<file path="config.mk">
export PLATFORM = sky130hd
export DESIGN_NAME = subservient_uart_rx
export DESIGN_NICKNAME = d
export VERILOG_FILES = /design/src/rtl/subservient_uart_pkg.sv /design/src/rtl/subservient_uart_rx_fifo.sv /design/src/rtl/subservient_uart_rx.sv
export SDC_FILE = /design/constraint.sdc
export NUM_CORES = 1
export LEC_CHECK = 0
export ABC_AREA = 1
export BUFFER_PORTS_ARGS = -buffer_cell sky130_fd_sc_hd__buf_2
export CORE_ASPECT_RATIO = 1.2
export CORE_UTILIZATION = 35
export DETAILED_ROUTE_END_ITERATION = 12
export PLACE_DENSITY = 0.52
export SYNTH_ARGS = -nofsm -noshare
export SYNTH_HDL_FRONTEND = slang
export SYNTH_SLANG_ARGS = --single-unit
</file>
<file path="constraint.sdc">
create_clock -name i_clk -period 3.13 [get_ports i_clk]
set_input_delay 0.313 -clock i_clk [delete_from_list [all_inputs] [get_ports i_clk]]
set_output_delay 0.313 -clock i_clk [all_outputs]
set_load 0.1 [all_outputs]
</file>
<file path="src/rtl/subservient_uart_pkg.sv">
// rtl/subservient_uart_pkg.sv - Shared types and constants for the subservient UART receiver
package subservient_uart_pkg;

    typedef enum logic [2:0] {
        ST_IDLE,
        ST_START,
        ST_DATA,
        ST_PAR,
        ST_STOP,
        ST_WAIT_HI
    } rx_state_t;

    localparam int PAR_NONE = 0;
    localparam int PAR_ODD  = 1;
    localparam int PAR_EVEN = 2;

    typedef struct packed {
        logic       ferr;
        logic       perr;
        logic [7:0] data;
    } rx_entry_t;

endpackage

</file>
<file path="src/rtl/subservient_uart_rx_fifo.sv">
// rtl/subservient_uart_rx_fifo.sv - Generic first-word-fall-through synchronous FIFO
module subservient_uart_rx_fifo #(
    parameter int DEPTH = 4,
    parameter int WIDTH = 10
) (
    input  logic             clk,
    input  logic             rst_n,
    input  logic             push,
    input  logic [WIDTH-1:0] wr_data,
    input  logic             pop,
    output logic [WIDTH-1:0] rd_data,
    output logic             full,
    output logic             empty
);
    localparam int            AW       = (DEPTH > 1) ? $clog2(DEPTH) : 1;
    localparam logic [AW:0]   FULL_CNT = (AW + 1)'(DEPTH);
    localparam logic [AW:0]   CNT_ONE  = (AW + 1)'(1);
    localparam logic [AW-1:0] PTR_ONE  = AW'(1);

    if (DEPTH < 2 || (DEPTH & (DEPTH - 1)) != 0) begin : g_bad_depth
        $error("subservient_uart_rx_fifo: DEPTH must be a power of two >= 2");
    end

    logic [WIDTH-1:0] mem [DEPTH];
    logic [AW-1:0]    wr_ptr;
    logic [AW-1:0]    rd_ptr;
    logic [AW:0]      count;
    logic             pop_ok;
    logic             push_ok;

    assign empty   = (count == '0);
    assign full    = (count == FULL_CNT);
    assign pop_ok  = pop && !empty;
    // A full FIFO still accepts a push when the head leaves in the same cycle.
    assign push_ok = push && (!full || pop_ok);
    assign rd_data = empty ? '0 : mem[rd_ptr];

    always_ff @(posedge clk) begin
        if (push_ok) begin
            mem[wr_ptr] <= wr_data;
        end
    end

    always_ff @(posedge clk or negedge rst_n) begin
        if (!rst_n) begin
            wr_ptr <= '0;
            rd_ptr <= '0;
            count  <= '0;
        end else begin
            if (push_ok) begin
                wr_ptr <= wr_ptr + PTR_ONE;
            end
            if (pop_ok) begin
                rd_ptr <= rd_ptr + PTR_ONE;
            end
            case ({push_ok, pop_ok})
                2'b10:   count <= count + CNT_ONE;
                2'b01:   count <= count - CNT_ONE;
                default: count <= count;
            endcase
        end
    end

endmodule

</file>
<file path="src/rtl/subservient_uart_rx.sv">
// rtl/subservient_uart_rx.sv - UART receiver with programmable bit period and receive FIFO
module subservient_uart_rx
    import subservient_uart_pkg::*;
#(
    parameter int DIV_W      = 16,
    parameter int DATA_BITS  = 8,
    parameter int PARITY     = 0,
    parameter int STOP_BITS  = 1,
    parameter int FIFO_DEPTH = 4
) (
    input  logic             i_clk,
    input  logic             i_rst_n,
    input  logic [DIV_W-1:0] i_div,
    input  logic             i_rx,
    output logic [7:0]       o_data,
    output logic             o_perr,
    output logic             o_ferr,
    output logic             o_valid,
    input  logic             i_ready,
    output logic             o_overrun
);
    if (DATA_BITS < 5 || DATA_BITS > 8) begin : g_bad_data_bits
        $error("subservient_uart_rx: DATA_BITS must be 5..8");
    end
    if (PARITY != PAR_NONE && PARITY != PAR_ODD && PARITY != PAR_EVEN) begin : g_bad_parity
        $error("subservient_uart_rx: PARITY must be 0, 1 or 2");
    end
    if (STOP_BITS != 1 && STOP_BITS != 2) begin : g_bad_stop_bits
        $error("subservient_uart_rx: STOP_BITS must be 1 or 2");
    end
    if (DIV_W < 2) begin : g_bad_div_w
        $error("subservient_uart_rx: DIV_W must be at least 2");
    end

    localparam logic [2:0]       LAST_DATA = 3'(DATA_BITS - 1);
    localparam logic [2:0]       LAST_STOP = 3'(STOP_BITS - 1);
    localparam logic [DIV_W-1:0] CNT_ONE   = DIV_W'(1);

    logic             rx_meta;
    logic             rxs;
    rx_state_t        state, state_n;
    logic [DIV_W-1:0] cnt, cnt_n;
    logic [DIV_W-1:0] div_q, div_n;
    logic [7:0]       shreg, shreg_n;
    logic [2:0]       bit_cnt, bit_cnt_n;
    logic             perr_q, perr_n;
    logic             ferr_q, ferr_n;
    logic             sample;
    logic             par_exp;
    logic [DIV_W-1:0] start_load;
    logic             push;
    rx_entry_t        push_entry;
    rx_entry_t        head;
    logic             fifo_full;
    logic             fifo_empty;
    logic             pop;

    always_ff @(posedge i_clk or negedge i_rst_n) begin
        if (!i_rst_n) begin
            rx_meta <= 1'b1;
            rxs     <= 1'b1;
        end else begin
            rx_meta <= i_rx;
            rxs     <= rx_meta;
        end
    end

    assign sample  = (cnt == '0);
    assign par_exp = (PARITY == PAR_ODD) ? ~(^shreg) : ^shreg;
    // The load cycle itself counts, so the start sample lands div>>1 clocks after detect.
    assign start_load = (i_div >> 1) - CNT_ONE;

    always_comb begin
        state_n    = state;
        cnt_n      = cnt;
        div_n      = div_q;
        shreg_n    = shreg;
        bit_cnt_n  = bit_cnt;
        perr_n     = perr_q;
        ferr_n     = ferr_q;
        push       = 1'b0;
        push_entry = '0;
        if (state != ST_IDLE && state != ST_WAIT_HI && !sample) begin
            cnt_n = cnt - CNT_ONE;
        end
        case (state)
            ST_IDLE: begin
                if (!rxs) begin
                    div_n     = i_div;
                    cnt_n     = start_load;
                    shreg_n   = '0;
                    bit_cnt_n = '0;
                    perr_n    = 1'b0;
                    ferr_n    = 1'b0;
                    state_n   = ST_START;
                end
            end
            ST_START: begin
                if (sample) begin
                    cnt_n   = div_q;
                    state_n = rxs ? ST_IDLE : ST_DATA;
                end
            end
            ST_DATA: begin
                if (sample) begin
                    cnt_n            = div_q;
                    shreg_n[bit_cnt] = rxs;
                    if (bit_cnt == LAST_DATA) begin
                        bit_cnt_n = '0;
                        state_n   = (PARITY != PAR_NONE) ? ST_PAR : ST_STOP;
                    end else begin
                        bit_cnt_n = bit_cnt + 3'd1;
                    end
                end
            end
            ST_PAR: begin
                if (sample) begin
                    cnt_n   = div_q;
                    perr_n  = rxs ^ par_exp;
                    state_n = ST_STOP;
                end
            end
            ST_STOP: begin
                if (sample) begin
                    cnt_n  = div_q;
                    ferr_n = ferr_q | ~rxs;
                    if (bit_cnt == LAST_STOP) begin
                        push       = 1'b1;
                        push_entry = '{ferr: ferr_n, perr: perr_q, data: shreg};
                        bit_cnt_n  = '0;
                        // A low final stop bit may be a break; wait for the line to recover.
                        state_n    = rxs ? ST_IDLE : ST_WAIT_HI;
                    end else begin
                        bit_cnt_n = bit_cnt + 3'd1;
                    end
                end
            end
            ST_WAIT_HI: begin
                if (rxs) begin
                    state_n = ST_IDLE;
                end
            end
            default: state_n = ST_IDLE;
        endcase
    end

    always_ff @(posedge i_clk or negedge i_rst_n) begin
        if (!i_rst_n) begin
            state     <= ST_IDLE;
            cnt       <= '0;
            div_q     <= '0;
            shreg     <= '0;
            bit_cnt   <= '0;
            perr_q    <= 1'b0;
            ferr_q    <= 1'b0;
            o_overrun <= 1'b0;
        end else begin
            state     <= state_n;
            cnt       <= cnt_n;
            div_q     <= div_n;
            shreg     <= shreg_n;
            bit_cnt   <= bit_cnt_n;
            perr_q    <= perr_n;
            ferr_q    <= ferr_n;
            o_overrun <= push && fifo_full && !pop;
        end
    end

    assign pop = o_valid && i_ready;

    subservient_uart_rx_fifo #(
        .DEPTH(FIFO_DEPTH),
        .WIDTH($bits(rx_entry_t))
    ) u_fifo (
        .clk    (i_clk),
        .rst_n  (i_rst_n),
        .push   (push),
        .wr_data(push_entry),
        .pop    (pop),
        .rd_data(head),
        .full   (fifo_full),
        .empty  (fifo_empty)
    );

    assign o_valid = !fifo_empty;
    assign o_data  = head.data;
    assign o_perr  = head.perr;
    assign o_ferr  = head.ferr;

endmodule

</file>
==> flow_metrics.tcl, run 1 <==
set metrics [dict create \
    power.density_mw_per_mm2 988 \
    layout-drive-gt1-share_pct 12.8 \
    ant_nets 0 \
    first_iter_violations 236 \
    antenna_found_initial 0 \
    synthCells 650 \
    synth_top_area_cell "dfrtp_1" \
    htree_levels 3 \
    routabilityCongestion 0.853 \
    core_area_sq_mm 0.0149 \
    hold_path_depth 1 \
    setup_viol 0 \
    via_per_inst 4.72 \
    root_buffer "clkbuf_16" \
    cp_max_fo 22 \
    worst_slew_pin_slew_ns 0.661 \
    finalPower_mw 5.99 \
    fp.dieH_um 137 \
    synth_cell_type_count 40 \
    fin_skew_ns 0.0141 \
    cts_buffer_depth 2 \
    grt_pass1_vias 4014 \
    cp_data_arrival_time_ns 2.33 \
    dpl-instance-area_sq_mm 0.00573 \
    synth.avg_cell_area_sq_um 8.18 \
    synth_area_sq_mm 0.00532 \
    reg2reg_depth 12 \
    totalWireLength_um 12100 \
    fmax_ghz 0.378 \
    vias 4237 \
    place_hpwl_um 9000 \
    power_leakage_nw 2.59 \
    fin_crit_ns 2.64 \
    yosys_warnings 0 \
    clk_latency_ns 0.36 \
    start_kind "flip-flop" \
    status "finished clean" \
    first_pass_iters 4 \
    period_share_pct 84.5 \
    area_delta_synth_final_pct 13.9 \
    hp-class "in -> reg" \
    grt_start_max_net_pins 26 \
    tritoncts.num_buffers 9 \
    clock-sinks 98 \
    vdd_drop_max_mv 0.396 \
    synth_top_area_share_pct 26.3 \
    cp.required_ns 2.82 \
    io_buffers 31 \
    slew_violations 0 \
    post-route-drc-count 0 \
    synth_nets 681 \
    n_antenna_cell 0 \
    cts_setup_buffers 0 \
    slew_headroom_pct 55.9 \
    clkTransAtPathRegs_ns 0.07 \
    final_area_sq_mm 0.00606 \
    routedWlPerCell_um 13.5 \
    grt.overflow.total 0 \
    num_rows 49 \
    grt_pass1_wl_um 20300 \
    yosysSeqAreaShare_pct 49.9 \
    rsz0062_at_grt "no" \
    synth.top_cells.by_area "dfrtp_1, edfxtp_1, nand2_1" \
    ios 32 \
    worstSetupPathType "reg -> out" \
    endpoint_kind "output port" \
    grtUsageTotal_pct 17.0 \
    nNetsFinal 720 \
    die_area_sq_mm 0.0157 \
    cts_tree "done" \
    die_w_um 115 \
    drv_cap 0 \
    hold_viol 0 \
    start_util_pct 35.7 \
    synth-seq-cells 98 \
]
## metal layers
metal,track usage [%],share of wire (%),vias to the layer above
li1,-,-,2184
met1,20.7,46,1977
met2,28.8,50,59
met3,2.88,2.8,17
met4,9.24,2.1,0
met5,0,0,-
## cells in the mapped netlist, drive strengths merged
| cell | number |
|---|---|
| dfstp | 2 |
| o21ai | 71 |
| nand4 | 5 |
| ha | 10 |
| fa | 1 |
| nor3 | 11 |
| inv | 82 |
| a211oi | 1 |
| nor2 | 127 |
| o211a | 2 |
| clkbuf | 4 |
| dfrtp | 56 |
| edfxtp | 40 |
| a21o | 1 |
| clkinv | 3 |
| xor2 | 13 |
| a32oi | 1 |
| a22oi | 3 |
| nand3 | 41 |
| o211ai | 3 |
| a21oi | 22 |
| xnor2 | 6 |
| buf | 7 |
| nand2 | 137 |
| a31oi | 1 |
## power by group
part / internal [mW] / switching (mW) / leakage [nW] / total (mW)
Combinational: 0.736 / 2.21 / 1.42 / 2.94
Clock: 0.642 / 0.548 / 0.155 / 1.19
Sequential: 1.59 / 0.259 / 1.01 / 1.85
Total: 2.97 / 3.02 / 2.59 / 5.99
## metrics by stage
step	TNS (ns)	util (%)	hold slack, ns	setup slack, ns	std cells
2_1_floorplan	-2.79	-	0.0174	-0.279	650
4_1_cts	0	40.7	0.0371	0.470	898
3_5_place_dp	0	38.5	0.281	0.868	881
3_3_place_gp	0	38.5	0.286	0.971	881
5_1_grt	0	40.7	0.0330	0.331	898
6_report	0	40.7	0.0493	0.485	898
## sequential cells by signal (all words and copies together), names as in the netlist
name	cells
state	3
u_fifo.rd_ptr	2
rx_meta	1
o_overrun	1
cnt	16
bit_cnt	3
u_fifo.mem	40
div_q	16
rxs	1
u_fifo.count	3
ferr_q	1
shreg	8
perr_q	1
u_fifo.wr_ptr	2
## kinds of logic (layout without fill, tap and decap cells)
| logic type | count (synthesis) | in the layout | share of synthesized area, % |
|---|---|---|---|
| buffers and inverters | 96 | 140 | 7.06 |
| and+or+nand+nor | 321 | 321 | 26.3 |
| xor gates and xnor gates | 19 | 19 | 3.13 |
| DFF | 98 | 98 | 49.9 |
| adders and majority gates | 11 | 11 | 2.73 |
| AOI/OAI and AO/OA | 105 | 105 | 10.9 |
## area by class of cell
| class | instances | area (sq um) |
|---|---|---|
| timing repair buffer | 39 | 218 |
| clock inverter | 7 | 90.1 |
| clock buffer | 9 | 225 |
| multi-input combinational | 456 | 2290 |
| fill | 1506 | 8840 |
| inverter | 85 | 324 |
| tap | 204 | 255 |
| sequential | 98 | 2660 |
## critical path, cell delays in order (launching register included)
cell,delay (ns)
dfrtp_1,0.63
inv_1,0.52
o21ai_0,0.20
a21oi_1,0.17
buf_2,0.45
## final timing paths
kind	start	end	slack [ns]
max	u_fifo.rd_ptr[0]	o_data[2]	0.49
min	i_rx	rx_meta	0.05
max reg2reg	cnt[0]	u_fifo.count[1]	0.89
min reg2reg	rx_meta	rxs	0.36
max in group asynchronous	i_rst_n	cnt[6]	2.01
min in group asynchronous	i_rst_n	cnt[0]	0.42
## placed cells by master (no fill, tap or decap), types with 3 or more instances in the layout
| cell | instances |
|---|---|
| xor2_1 | 13 |
| nand3_1 | 38 |
| buf_2 | 31 |
| inv_1 | 72 |
| nor2_4 | 5 |
| nor2_2 | 5 |
| nand2_4 | 3 |
| nor3_1 | 11 |
| nand4_1 | 4 |
| o211ai_1 | 3 |
| o21ai_1 | 11 |
| nand2_1 | 131 |
| nor2_1 | 117 |
| ha_1 | 10 |
| inv_6 | 5 |
| dfrtp_1 | 56 |
| nand2_2 | 3 |
| clkinv_1 | 3 |
| edfxtp_1 | 40 |
| clkbuf_16 | 9 |
| inv_2 | 8 |
| a21oi_1 | 20 |
| o21ai_0 | 59 |
| xnor2_1 | 6 |
| buf_4 | 7 |
| a22oi_1 | 3 |
## timing repair
item / CTS / global route
endpoints found under the hold margin: 12 / 0
hold buffers: 1 / 0
resized for setup: 0 / 0
No activity file was read; power rests on OpenSTA's default activity.
==> inputs of run 2 (changes only) <==
--- a/config.mk
+++ b/config.mk
@@ -10,7 +10,7 @@
 export CORE_ASPECT_RATIO = 1.2
 export CORE_UTILIZATION = 35
 export DETAILED_ROUTE_END_ITERATION = 12
-export PLACE_DENSITY = 0.52
+export PLACE_DENSITY = 0.54
 export SYNTH_ARGS = -nofsm -noshare
 export SYNTH_HDL_FRONTEND = slang
 export SYNTH_SLANG_ARGS = --single-unit
==> constraint.sdc (replaced) <==
create_clock -name i_clk -period 2.2 [get_ports i_clk]
set_input_delay 0.22 -clock i_clk [delete_from_list [all_inputs] [get_ports i_clk]]
set_output_delay 0.22 -clock i_clk [all_outputs]
set_load 0.1 [all_outputs]
==> flow_metrics.tcl, run 2 (same netlist as run 1, synthesis figures left out) <==
set metrics [dict create \
    status "finished clean" \
    start_kind "flip-flop" \
    root_buffer "clkbuf_16" \
    die_w_um 115 \
    layout-drive-gt1-share_pct 15.5 \
    fin_skew_ns 0.00773 \
    die_area_sq_mm 0.0157 \
    grt_start_max_net_pins 37 \
    setup_viol 0 \
    largest_reg_flops 40 \
    met2WireLength_um 6410 \
    met1_length_um 5430 \
    layout_commonest_cell "nand2_1" \
    layout_common_cells "nand2_1, nor2_1, inv_1" \
    totalWireLength_um 12300 \
    ios 32 \
    cts_setup_buffers 0 \
    cts_tree "done" \
    power.density_mw_per_mm2 1460 \
    fin_crit_ns 2.11 \
    core_area_sq_mm 0.0149 \
    worstSetupPathType "reg -> out" \
    dr.max_layer_used "met4" \
    ant_nets 0 \
    met3WireLength_um 288 \
    grt_pass1_wl_um 20800 \
    cpPeakStageDelay_ns 0.38 \
    clkTransAtPathRegs_ns 0.07 \
    cp_max_fo 21 \
    place_hpwl_um 9430 \
    clock-sinks 98 \
    tritoncts.num_buffers 9 \
    fmax_ghz 0.474 \
    n_antenna_cell 0 \
    clk_latency_ns 0.35 \
    start_util_pct 35.7 \
    cp.required_ns 1.98 \
    r2r_slack_ns 0.16 \
    antenna_found_initial 0 \
    io_buffers 31 \
    htree_levels 3 \
    num_rows 49 \
    power_leakage_nw 2.71 \
    largest-register "u_fifo.mem" \
    rsz0062_at_grt "no" \
    drv_cap 0 \
    via_per_inst 4.68 \
    vias 4234 \
    first_pass_iters 4 \
    post-route-drc-count 0 \
    grt_pass1_vias 4214 \
    hold_viol 0 \
    slew_violations 0 \
    largestRegisters "u_fifo.mem: 40 flops, cnt: 16 flops, div_q: 16 flops" \
    grtUsageTotal_pct 17.2 \
    final.setup.worst_slack_ns 0.0921 \
    setup_tns_ns 0 \
    finalPower_mw 9.36 \
    routedWlPerCell_um 13.6 \
    nNetsFinal 727 \
    slew_headroom_pct 61.9 \
    routabilityCongestion 0.842 \
    dpl_worst_slack_ns 0.172 \
    worst_slew_pin_slew_ns 0.565 \
    fp.dieH_um 137 \
    period_share_pct 95.8 \
    endpoint_kind "output port" \
    area_delta_synth_final_pct 20.2 \
    hp-class "in -> reg" \
    slowest_stage "dfrtp_1" \
    cts_buffer_depth 2 \
    path_cells "inv_1 > o21ai_0 > a21oi_4 > buf_12" \
    cp_data_arrival_time_ns 1.89 \
    first_iter_violations 214 \
    vdd_drop_max_mv 0.512 \
    grt.overflow.total 0 \
]
-- run 2: changes by cell type in the layout (fill, tap and decap cells not counted), moves of 2 or more --
cell	delta
buf_12	+11
a21oi_1	-10
a21oi_4	+10
buf_2	-10
buf_4	+5
inv_6	-2
nand2_1	-2
nand2_2	+2
-- run 2: timing repair --
action / in CTS / in global routing
hold buffers: 2 / 0
gates resized for setup: 0 / 3
endpoints found under the hold margin: 23 / 0
endpoints found under the setup margin: 0 / 11
-- run 2: stage by stage --
| stage | instance area (sq um) | instances | hold slack [ns] | util (%) |
|---|---|---|---|---|
| final | 6390 | 905 | 0.0611 | 42.9 |
| after global routing | 6390 | 905 | 0.0873 | 42.9 |
| after CTS | 6380 | 905 | 0.0558 | 42.9 |
| after detailed placement | 6060 | 887 | 0.251 | 40.6 |
| after global placement | 6060 | 887 | 0.257 | 40.6 |
| after floorplan | 5440 | 650 | -0.0756 | - |
-- run 2: layer usage --
layer | global-route usage (%) | vias up
met5 | 0 | -
met2 | 31.0 | 64
li1 | - | 2199
met1 | 20.5 | 1959
met4 | 7.00 | 0
met3 | 2.48 | 12
-- run 2: worst max-delay path, delay by kind of cell (launching register included) --
kind / cells / cell delay (ns)
buffers and inverters: 2 / 0.56
AO/OA/AOI/OAI: 2 / 0.59
flip-flops: 1 / 0.38
-- run 2: area by class of cell --
class | count | area (sq um)
Clock buffer | 9 | 225
Clock inverter | 7 | 83.8
Fill cell | 1455 | 8500
Inverter | 85 | 325
Multi-Input combinational cell | 456 | 2410
Sequential cell | 98 | 2660
Tap cell | 204 | 255
Timing Repair Buffer | 46 | 435
-- run 2: where the power goes --
| group | total [mW] | internal [mW] | switching [mW] |
|---|---|---|---|
| registers | 2.56 | 2.27 | 0.295 |
| logic | 5.17 | 1.67 | 3.50 |
| clock network | 1.63 | 0.904 | 0.725 |
-- run 2: final timing paths --
| kind | endpoint | startpoint | cells past startpoint |
|---|---|---|---|
| worst max-delay path | o_data[0] | u_fifo.rd_ptr[0] | 4 |
| worst min-delay path | div_q[0] | i_div[0] | 3 |
| worst max register to register | u_fifo.count[2] | bit_cnt[1] | 12 |
| worst min register to register | rxs | rx_meta | 0 |
| max in group asynchronous | rxs | i_rst_n | 3 |
| min in group asynchronous | u_fifo.rd_ptr[1] | i_rst_n | 2 |
